===== src/rtl/rca_pkg.sv =====
// Shared constants, FSM state encoding and helpers for the nibble-serial adder.
package rca_pkg;

  localparam int NIBBLE_W = 4;

  typedef enum logic [1:0] {
    S_IDLE = 2'd0,
    S_RUN  = 2'd1,
    S_DONE = 2'd2
  } state_t;

  function automatic int clog2(input int value);
    int result;
    result = 0;
    while ((1 << result) < value) begin
      result = result + 1;
    end
    return result;
  endfunction

endpackage


===== src/rtl/nibble_serial_adder_if.sv =====
// Operand/result handshake bundle between a producer/consumer and the adder.
interface nibble_serial_adder_if #(
  parameter int WIDTH = 16
);
   // valid/ready: a transfer happens on a rising clk edge where both are high;
   // the sender holds its payload stable while valid is high and ready is low.
   logic             in_valid;
   logic             in_ready;
   logic [WIDTH-1:0] a;
   logic [WIDTH-1:0] b;
   logic             cin;
   logic             out_valid;
   logic             out_ready;
   logic [WIDTH-1:0] sum;
   logic             cout;

   modport master (
      output in_valid, a, b, cin, out_ready,
      input  in_ready, out_valid, sum, cout
   );

   modport slave (
      input  in_valid, a, b, cin, out_ready,
      output in_ready, out_valid, sum, cout
   );

endinterface


===== src/rtl/ripple_carry_adder.sv =====
// 4-bit ripple-carry adder built from a chain of full adders.
module ripple_carry_adder
   import rca_pkg::*;
(
   input  logic [NIBBLE_W-1:0] a,
   input  logic [NIBBLE_W-1:0] b,
   input  logic                cin,
   output logic                carry,
   output logic [NIBBLE_W-1:0] sum
);

   logic [NIBBLE_W:0] c;

   assign c[0] = cin;

   for (genvar i = 0; i < NIBBLE_W; i++) begin : g_fa
      assign sum[i]   = a[i] ^ b[i] ^ c[i];
      assign c[i+1]   = (a[i] & b[i]) | (a[i] & c[i]) | (b[i] & c[i]);
   end

   assign carry = c[NIBBLE_W];

endmodule


===== src/rtl/nibble_serial_adder.sv =====
// WIDTH-bit adder that walks one shared 4-bit ripple adder across the operand
// nibbles, LSB first, with a registered carry between steps.
module nibble_serial_adder
   import rca_pkg::*;
#(
   parameter int WIDTH = 16
) (
   input  logic                 clk,
   input  logic                 rst_n,
   nibble_serial_adder_if.slave bus,
   output state_t               dbg_state
);

   localparam int NIBBLES = WIDTH / NIBBLE_W;
   // A single-nibble adder still needs a one-bit index; it simply stays at 0.
   localparam int IDX_W   = (NIBBLES > 1) ? clog2(NIBBLES) : 1;

   state_t             state_q;
   state_t             state_d;
   logic [WIDTH-1:0]   a_q;
   logic [WIDTH-1:0]   b_q;
   logic [WIDTH-1:0]   sum_q;
   logic               carry_q;
   logic               cout_q;
   logic [IDX_W-1:0]   idx_q;
   logic               in_ready_q;
   logic               out_valid_q;

   logic               accept;
   logic               last;
   logic [NIBBLE_W-1:0] a_nib;
   logic [NIBBLE_W-1:0] b_nib;
   logic [NIBBLE_W-1:0] rca_sum;
   logic               rca_carry;

   assign accept = bus.in_valid && in_ready_q;
   assign last   = (idx_q == IDX_W'(NIBBLES - 1));
   assign a_nib  = a_q[int'(idx_q) * NIBBLE_W +: NIBBLE_W];
   assign b_nib  = b_q[int'(idx_q) * NIBBLE_W +: NIBBLE_W];

   ripple_carry_adder u_rca (
      .a     (a_nib),
      .b     (b_nib),
      .cin   (carry_q),
      .carry (rca_carry),
      .sum   (rca_sum)
   );

   always_comb begin
      state_d = state_q;
      case (state_q)
         S_IDLE:  if (accept) state_d = S_RUN;
         S_RUN:   if (last) state_d = S_DONE;
         S_DONE:  if (bus.out_ready) state_d = S_IDLE;
         default: state_d = S_IDLE;
      endcase
   end

   // Handshake flags are registered from the next state so no input reaches
   // an output combinationally.
   always_ff @(posedge clk or negedge rst_n) begin
      if (!rst_n) begin
         state_q     <= S_IDLE;
         a_q         <= '0;
         b_q         <= '0;
         sum_q       <= '0;
         carry_q     <= 1'b0;
         cout_q      <= 1'b0;
         idx_q       <= '0;
         in_ready_q  <= 1'b0;
         out_valid_q <= 1'b0;
      end else begin
         state_q     <= state_d;
         in_ready_q  <= (state_d == S_IDLE);
         out_valid_q <= (state_d == S_DONE);
         case (state_q)
            S_IDLE: begin
               if (accept) begin
                  a_q     <= bus.a;
                  b_q     <= bus.b;
                  carry_q <= bus.cin;
                  idx_q   <= '0;
               end
            end
            S_RUN: begin
               sum_q[int'(idx_q) * NIBBLE_W +: NIBBLE_W] <= rca_sum;
               carry_q <= rca_carry;
               if (last) begin
                  cout_q <= rca_carry;
               end else begin
                  idx_q <= idx_q + 1'b1;
               end
            end
            default: ;
         endcase
      end
   end

   assign bus.in_ready  = in_ready_q;
   assign bus.out_valid = out_valid_q;
   assign bus.sum       = sum_q;
   assign bus.cout      = cout_q;
   assign dbg_state     = state_q;

endmodule


===== src/flat_wrapper.sv =====
// flat-port wrapper written by rule: the top's interface ports become plain ports
module nibble_serial_adder_flat import rca_pkg::*;
#(
   parameter int WIDTH = 16
)
  (clk, rst_n, dbg_state, bus_in_valid, bus_a, bus_b, bus_cin, bus_out_ready, bus_in_ready, bus_out_valid, bus_sum, bus_cout);
  nibble_serial_adder_if #(.WIDTH(WIDTH)) bus_i ();
  input  logic clk;
  input  logic rst_n;
  output state_t dbg_state;
  input wire logic [$bits(bus_i.in_valid)-1:0] bus_in_valid;
  input wire logic [$bits(bus_i.a)-1:0] bus_a;
  input wire logic [$bits(bus_i.b)-1:0] bus_b;
  input wire logic [$bits(bus_i.cin)-1:0] bus_cin;
  input wire logic [$bits(bus_i.out_ready)-1:0] bus_out_ready;
  output wire logic [$bits(bus_i.in_ready)-1:0] bus_in_ready;
  output wire logic [$bits(bus_i.out_valid)-1:0] bus_out_valid;
  output wire logic [$bits(bus_i.sum)-1:0] bus_sum;
  output wire logic [$bits(bus_i.cout)-1:0] bus_cout;
  assign bus_i.in_valid = bus_in_valid;
  assign bus_i.a = bus_a;
  assign bus_i.b = bus_b;
  assign bus_i.cin = bus_cin;
  assign bus_i.out_ready = bus_out_ready;
  assign bus_in_ready = bus_i.in_ready;
  assign bus_out_valid = bus_i.out_valid;
  assign bus_sum = bus_i.sum;
  assign bus_cout = bus_i.cout;
  nibble_serial_adder #(.WIDTH(WIDTH)) u_core (.clk(clk), .rst_n(rst_n), .bus(bus_i), .dbg_state(dbg_state));
endmodule

===== config.mk =====
export PLATFORM = sky130hd
export DESIGN_NAME = nibble_serial_adder_flat
export DESIGN_NICKNAME = d
export VERILOG_FILES = /design/src/rtl/rca_pkg.sv /design/src/rtl/nibble_serial_adder_if.sv /design/src/rtl/ripple_carry_adder.sv /design/src/rtl/nibble_serial_adder.sv /design/src/flat_wrapper.sv
export SDC_FILE = /design/constraint.sdc
export NUM_CORES = 1
export LEC_CHECK = 0
export BUFFER_PORTS_ARGS = -buffer_cell sky130_fd_sc_hd__buf_4
export CAP_MARGIN = 20
export CORE_UTILIZATION = 51
export CTS_BUF_LIST = sky130_fd_sc_hd__clkbuf_4
export DETAILED_ROUTE_END_ITERATION = 10
export PLACE_DENSITY_LB_ADDON = 0.12
export SYNTH_ARGS = -nofsm -noshare
export SYNTH_HDL_FRONTEND = slang
export SYNTH_SLANG_ARGS = --single-unit

===== constraint.sdc =====
create_clock -name clk -period 3.2 [get_ports clk]
set_clock_uncertainty 0.15 [all_clocks]
set_input_delay 0.64 -clock clk [delete_from_list [all_inputs] [get_ports clk]]
set_output_delay 0.64 -clock clk [all_outputs]
set_load 0.03 [all_outputs]

==> results of run 1 <==
## cell usage in the layout, fill, tap and decap left out, types with 2 or more instances in the layout
cell type	netlist	layout
a22o_1	8	8
buf_4	1	60
clkbuf_4	0	5
clkinv_4	0	2
dfrtp_1	56	56
fa_1	4	4
ha_1	6	6
inv_1	8	8
mux2_2	5	5
mux2_4	27	27
mux4_2	8	8
nand2_1	12	12
nand4_1	2	2
nor2b_1	2	2
nor3b_1	3	3
o21ai_0	2	2
o21ai_1	5	5
o2bb2ai_1	2	2
## final cells by class
type | count | area [sq um]
clock buffers | 5 | 37.5
clock inverters | 3 | 47.5
fillers | 391 | 1660
inverters | 8 | 30.0
multi-input cells | 102 | 1170
flip-flops and latches | 56 | 1400
well taps | 67 | 83.8
repair buffers | 60 | 450
## per-stage QoR
stage                     utilization [%]  std cells
after floorplan                         -        173
after global placement               64.2        293
after detailed placement             64.2        293
after CTS                            66.0        301
after global routing                 66.0        301
final                                66.0        301
## state kept, by name, indices dropped and copies added, names as in the netlist
name                  count
u_core.idx_q              2
u_core.a_q               16
u_core.bus.out_valid      1
u_core.carry_q            1
u_core.bus.sum           16
u_core.bus.in_ready       1
u_core.dbg_state          2
u_core.b_q               16
u_core.bus.cout           1
## final timing paths
| kind | start | end | slack [ns] | cells after the start |
|---|---|---|---|---|
| min in group clk | bus_a[3] | u_core.a_q[3] | 0.32 | 2 |
| min reg2reg | u_core.bus.sum[9] | u_core.bus.sum[9] | 0.36 | 2 |
| max reg2reg | u_core.idx_q[0] | u_core.bus.sum[7] | 0.24 | 8 |
| max in group asynchronous | rst_n | u_core.b_q[6] | 2.32 | 1 |
| max | u_core.idx_q[0] | u_core.bus.sum[7] | 0.24 | 8 |
| min | rst_n | u_core.b_q[4] | 0.12 | 1 |
## power by group through the flow
stage / Sequential, mW / Combinational [mW] / Clock (mW)
CTS: 1.28 / 1.97 / 0.399
global route: 1.32 / 2.11 / 0.425
global placement: 1.28 / 1.89 / 0
finish: 1.28 / 1.96 / 0.394
detailed placement: 1.29 / 1.97 / 0
floorplan: 1.38 / 1.30 / 0
## cell families after synthesis
kind of cell    synth area share, %
flops                          52.6
mux                            24.5
compound gates                 5.54
buf+inv                        4.18
simple gates                   7.41
fa+ha+maj                      5.82
## worst max-delay path, delay by kind of cell (launching register included)
kind / cells / cell delay [ns]
compound gates: 1 / 0.23
buf+inv: 3 / 0.36
mux: 1 / 0.36
flops: 1 / 0.50
fa+ha+maj: 3 / 1.26
## metal layers
layer | vias up | track usage, %
met5 | - | 0
li1 | 745 | -
met4 | 0 | 7.34
met2 | 60 | 34.8
met1 | 840 | 29.5
met3 | 8 | 5.56
==> flow_summary_export.csv, run 1 <==
group,metric,value,unit
power_and_ir_drop,power.switching,1.45,mW
final_layout,fin_nets,280,
sta,fin_crit,2.96,ns
clock_network,cts_tree,"built",
floorplanning,die-area,5520,sq um
sta,rsz0062_at_grt,"no",
synth,synth_largest_area_cell,"dfrtp_1",
synth,syn_area,2670,sq um
power_and_ir_drop,combPwrFrac,53.9,%
power_and_ir_drop,sw_frac_of_total,39.9,%
global_routing,gr-total-overflow,0,
sta,whs,0.125,ns
synth,synth_area_leaders,"dfrtp_1 53%, mux2_4 15%, mux4_2 6.8%",
global_routing,grt_pass1_wl,8.83,mm
final_layout,drive_above_1_share,47.4,%
synth,post-synth-top-count-cell,"dfrtp_1",
power_and_ir_drop,cellLeakagePower,1.55,nW
drt,drt_iter0_markers,86,
drt,vias,1653,
floorplanning,io_pins,58,
worst_setup_path,path_max_fanout,13,
synth,synth_nets,220,
worst_setup_path,endpoint_kind,"flip-flop",
drt,drc,0,
global_routing,grt_pass1_vias,1802,
clock_network,clkSlewWorstSetupHoldPaths,0.17,ns
floorplanning,initial_utilization,54.6,%
worst_hold_path,holdCritPathClass,"in -> async",
outcome,outcome,"finished, final reports clean",
run,maxCapViolations,0,
drt,avgViaCountPerCell,5.49,
worst_setup_path,crit_required,3.33,ns
synth,ys.flop_type,"dfrtp_1",
final_layout,diodes,0,
place,globalplace.congestion,0.805,
clock_network,cts_sinks,56,
power_and_ir_drop,p_int,2.18,mW
synth,synth-edff-count,0,
sta,period_share,92.5,%
floorplanning,coreArea,4880,sq um
power_and_ir_drop,seqPwrFrac,35.2,%
sta,worst_slew_pin_slew,0.683,ns
floorplanning,fp.dieH,74.3,um
synth,seq_area_frac_synth,52.6,%
sta,hold_violations,0,
synth,synth_cells,173,
floorplanning,rows,25,
synth,ys_ff_latch,56,
place,post-place-ws,0.252,ns
worst_setup_path,startpoint_type,"flip-flop",
sta,timing.final.ws_setup,0.239,ns
drt,m1WireLength,2.31,mm
worst_setup_path,path_class,"reg -> reg",
synth,syn_area_per_cell,15.4,sq um
worst_setup_path,cp.arrival,3.09,ns
clock_network,cts_made_buffers,5,
final_layout,post-route-cell-area,3220,sq um
synth,ys_types,35,
sta,slew_headroom,54.4,%
global_routing,track_usage,21.9,%
drt,wirelength,5.30,mm
sta,fin_setup_tns,0,ns
clock_network,cts_max_level,2,
clock_network,postCtsResizedCells,0,
worst_setup_path,path_cells,"buf_4 > mux4_2 > inv_1 > fa_1 > fa_1 > inv_1 > fa_1 > a22o_1",
clock_network,cts_buffer_depth,2,
clock_network,postCtsHoldBufs,0,
worst_setup_path,slowest_delay,0.50,ns
power_and_ir_drop,powerDensity,1130,nW/um^2
sta,setup-violations-final,0,
place,io_buffer_count,57,
synth,yosys-top-cells-count,"56 x dfrtp_1, 27 x mux2_4, 12 x nand2_1",
synth,ys_warn_count,0,
sta,fmax,0.338,GHz
floorplanning,die_x,74.3,um
synth,async_flop_share,100,%
sta,drv_slew,0,
drt,met3_length,333,um
place,dp_hpwl,3.96,mm
synth,synth_top_area_share,52.6,%
drt,met2_length,2.55,mm
global_routing,grt_max_degree,57,
clock_network,clkLatencyLatePin,0.38,ns
power_and_ir_drop,max-vdd-ir-drop,0.520,mV
place,placed_area,3130,sq um
power_and_ir_drop,power,3.63,mW
worst_setup_path,slowest_stage,"dfrtp_1",
drt,wl_per_cell,17.6,um
power_and_ir_drop,clock_power_share,10.9,%
clock_network,cts_root_buffer,"clkbuf_4",
worst_setup_path,cp_common_cell,"fa_1",
drt,dr.pass1.iters,4,
final_layout,area_growth,20.7,%
drt,dr.max_layer_used,"met4",
clock_network,cts_setup_buffers,0,
global_routing,antenna_found_initial,0,
drt,ant_nets,0,
(Power assumes the default switching activity.)
==> inputs of run 2 (changes only) <==
Settings changed: CORE_UTILIZATION 51 to 40.
Clock period 3.2 ns to 2.43 ns, I/O delays scaled along.
==> flow_summary_export.csv, run 2 (synthesis gave the netlist of run 1 again) <==
group,metric,value,unit
sta,period_share,111,%
power_and_ir_drop,p_int,3.00,mW
sta,rsz0062_at_grt,"yes",
final_layout,drive_above_1_share,54.1,%
clock_network,cts_made_buffers,5,
floorplanning,die_x,83.6,um
worst_setup_path,crit_end,"u_core.carry_q",
global_routing,grt_pass1_wl,8.93,mm
worst_setup_path,endpoint_kind,"flip-flop",
run,maxCapViolations,0,
power_and_ir_drop,power.switching,1.92,mW
power_and_ir_drop,cellLeakagePower,1.60,nW
worst_setup_path,reg2reg_slack,-0.27,ns
sta,fin_crit,2.70,ns
sta,worst_slew_pin_slew,0.689,ns
power_and_ir_drop,combPwrFrac,58.3,%
drt,wl_per_cell,15.8,um
global_routing,use_met3,3.86,%
sta,slew_headroom,54.1,%
drt,dr.pass1.iters,4,
global_routing,grt_max_degree,57,
worst_setup_path,crit_required,2.54,ns
place,globalplace.congestion,0.720,
power_and_ir_drop,clock_power_share,7.8,%
global_routing,gr-total-overflow,0,
sta,fmax,0.371,GHz
outcome,outcome,"complete, but fails checks",
drt,drc,0,
clock_network,cts_max_level,2,
clock_network,cts_sinks,56,
drt,drt_iter0_markers,58,
global_routing,grt.met2_usage,23.3,%
global_routing,antenna_found_initial,0,
floorplanning,io_pins,58,
global_routing,grt_pass1_vias,1698,
final_layout,diodes,0,
final_layout,most-common-layout-cells,"70 x buf_4, 55 x dfrtp_1, 28 x mux2_4",
power_and_ir_drop,seqPwrFrac,33.8,%
clock_network,clkLatencyLatePin,0.36,ns
drt,ant_nets,0,
worst_setup_path,r2r_cells,8,
worst_setup_path,startpoint,"u_core.idx_q[0]",
clock_network,cts_root_buffer,"clkbuf_4",
power_and_ir_drop,max-vdd-ir-drop,0.739,mV
power_and_ir_drop,power,4.93,mW
floorplanning,fp.dieH,83.6,um
clock_network,clkSlewWorstSetupHoldPaths,0.15,ns
floorplanning,rows,29,
sta,timing.final.ws_setup,-0.266,ns
worst_setup_path,r2r-end,"u_core.carry_q",
power_and_ir_drop,sw_frac_of_total,39.1,%
sta,hold_violations,0,
worst_setup_path,path_max_fanout,4,
floorplanning,die-area,7000,sq um
global_routing,track_usage,16.2,%
global_routing,grt_use_met1,24.7,%
final_layout,fin_nets,292,
drt,avgViaCountPerCell,5.02,
sta,whs,0.00239,ns
drt,vias,1620,
clock_network,cts_buffer_depth,2,
sta,setup-violations-final,8,
worst_setup_path,reg2reg_from,"u_core.idx_q[0]",
place,dp_hpwl,3.81,mm
final_layout,area_growth,25.2,%
floorplanning,initial_utilization,41.8,%
power_and_ir_drop,powerDensity,1480,nW/um^2
global_routing,gr-max-usage-layer,"met1",
place,io_buffer_count,57,
final_layout,final_common_cell,"buf_4",
worst_setup_path,startpoint_type,"flip-flop",
clock_network,postCtsHoldBufs,0,
worst_setup_path,cp.arrival,2.81,ns
worst_hold_path,holdCritPathClass,"in -> async",
drt,wirelength,5.11,mm
worst_setup_path,path_class,"reg -> reg",
sta,drv_slew,0,
outcome,violations,"setup timing",
floorplanning,coreArea,6390,sq um
clock_network,cts_tree,"built",
[run 2: cell types whose count changed in the layout (fill, tap and decap cells not counted), moves of 3 or more]
cell     delta
o21ai_2     +3
fa_1        -4
buf_4      +10
fa_2        +4
[run 2: timing repair]
| action | 4_1_cts | 5_1_grt |
|---|---|---|
| buffers inserted | 1 | 0 |
| endpoints found under the setup margin | 10 | 11 |
| pin swaps | 5 | 4 |
| gates resized for setup | 6 | 4 |
[run 2: cell type report]
class,count,area (sq um)
Multi-Input combinational cell,102,1200
Inverter,8,30.0
Tap cell,77,96.3
Fill cell,549,3050
Timing Repair Buffer,72,557
Clock buffer,6,45.0
Sequential cell,56,1400
Clock inverter,2,7.51
[run 2: worst min path at each step]
stage	startpoint	end	slack, ns	depth (start not counted)
final	rst_n	u_core.b_q[3]	0.002	1
after detailed placement	u_core.bus.sum[2]	u_core.bus.sum[2]	0.33	2
after global placement	u_core.bus.sum[9]	u_core.bus.sum[9]	0.32	2
after global routing	rst_n	u_core.b_q[10]	0.04	1
after floorplan	rst_n	u_core.a_q[0]	0.04	0
after CTS	rst_n	u_core.b_q[10]	0.02	1
[run 2: routing by layer]
layer / routed length, um / vias to the layer above
met3: 238 / 7
met1: 2640 / 793
li1: - / 778
met4: 52 / 0
met2: 2180 / 42
met5: 0 / -
[run 2: power by group through the flow]
| stage | clock, mW | combinational [mW] | sequential (mW) |
|---|---|---|---|
| finish | 0.387 | 2.87 | 1.67 |
| detailed placement | 0 | 2.79 | 1.69 |
| CTS | 0.401 | 2.89 | 1.67 |
| global route | 0.440 | 3.17 | 1.73 |
| global placement | 0 | 2.78 | 1.70 |
| floorplan | 0 | 1.77 | 1.83 |
[run 2: metrics by stage]
| stage | TNS [ns] | area [sq um] | worst slack (ns) | instances | util, % |
|---|---|---|---|---|---|
| floorplan | -2.71 | 2680 | -0.407 | 173 | - |
| global placement | -1.69 | 3250 | -0.292 | 314 | 50.9 |
| detailed placement | -1.99 | 3250 | -0.340 | 314 | 50.9 |
| CTS | -1.76 | 3330 | -0.292 | 323 | 52.2 |
| global route | -2.57 | 3340 | -0.384 | 323 | 52.3 |
| finish | -1.57 | 3340 | -0.266 | 323 | 52.3 |
[run 2: worst max-delay path: stages (launching register included)]
cell	delay (ns)
dfrtp_2	0.44
mux4_2	0.53
fa_2	0.37
inv_2	0.06
fa_2	0.18
fa_2	0.19
inv_2	0.04
fa_2	0.33
a221o_1	0.31
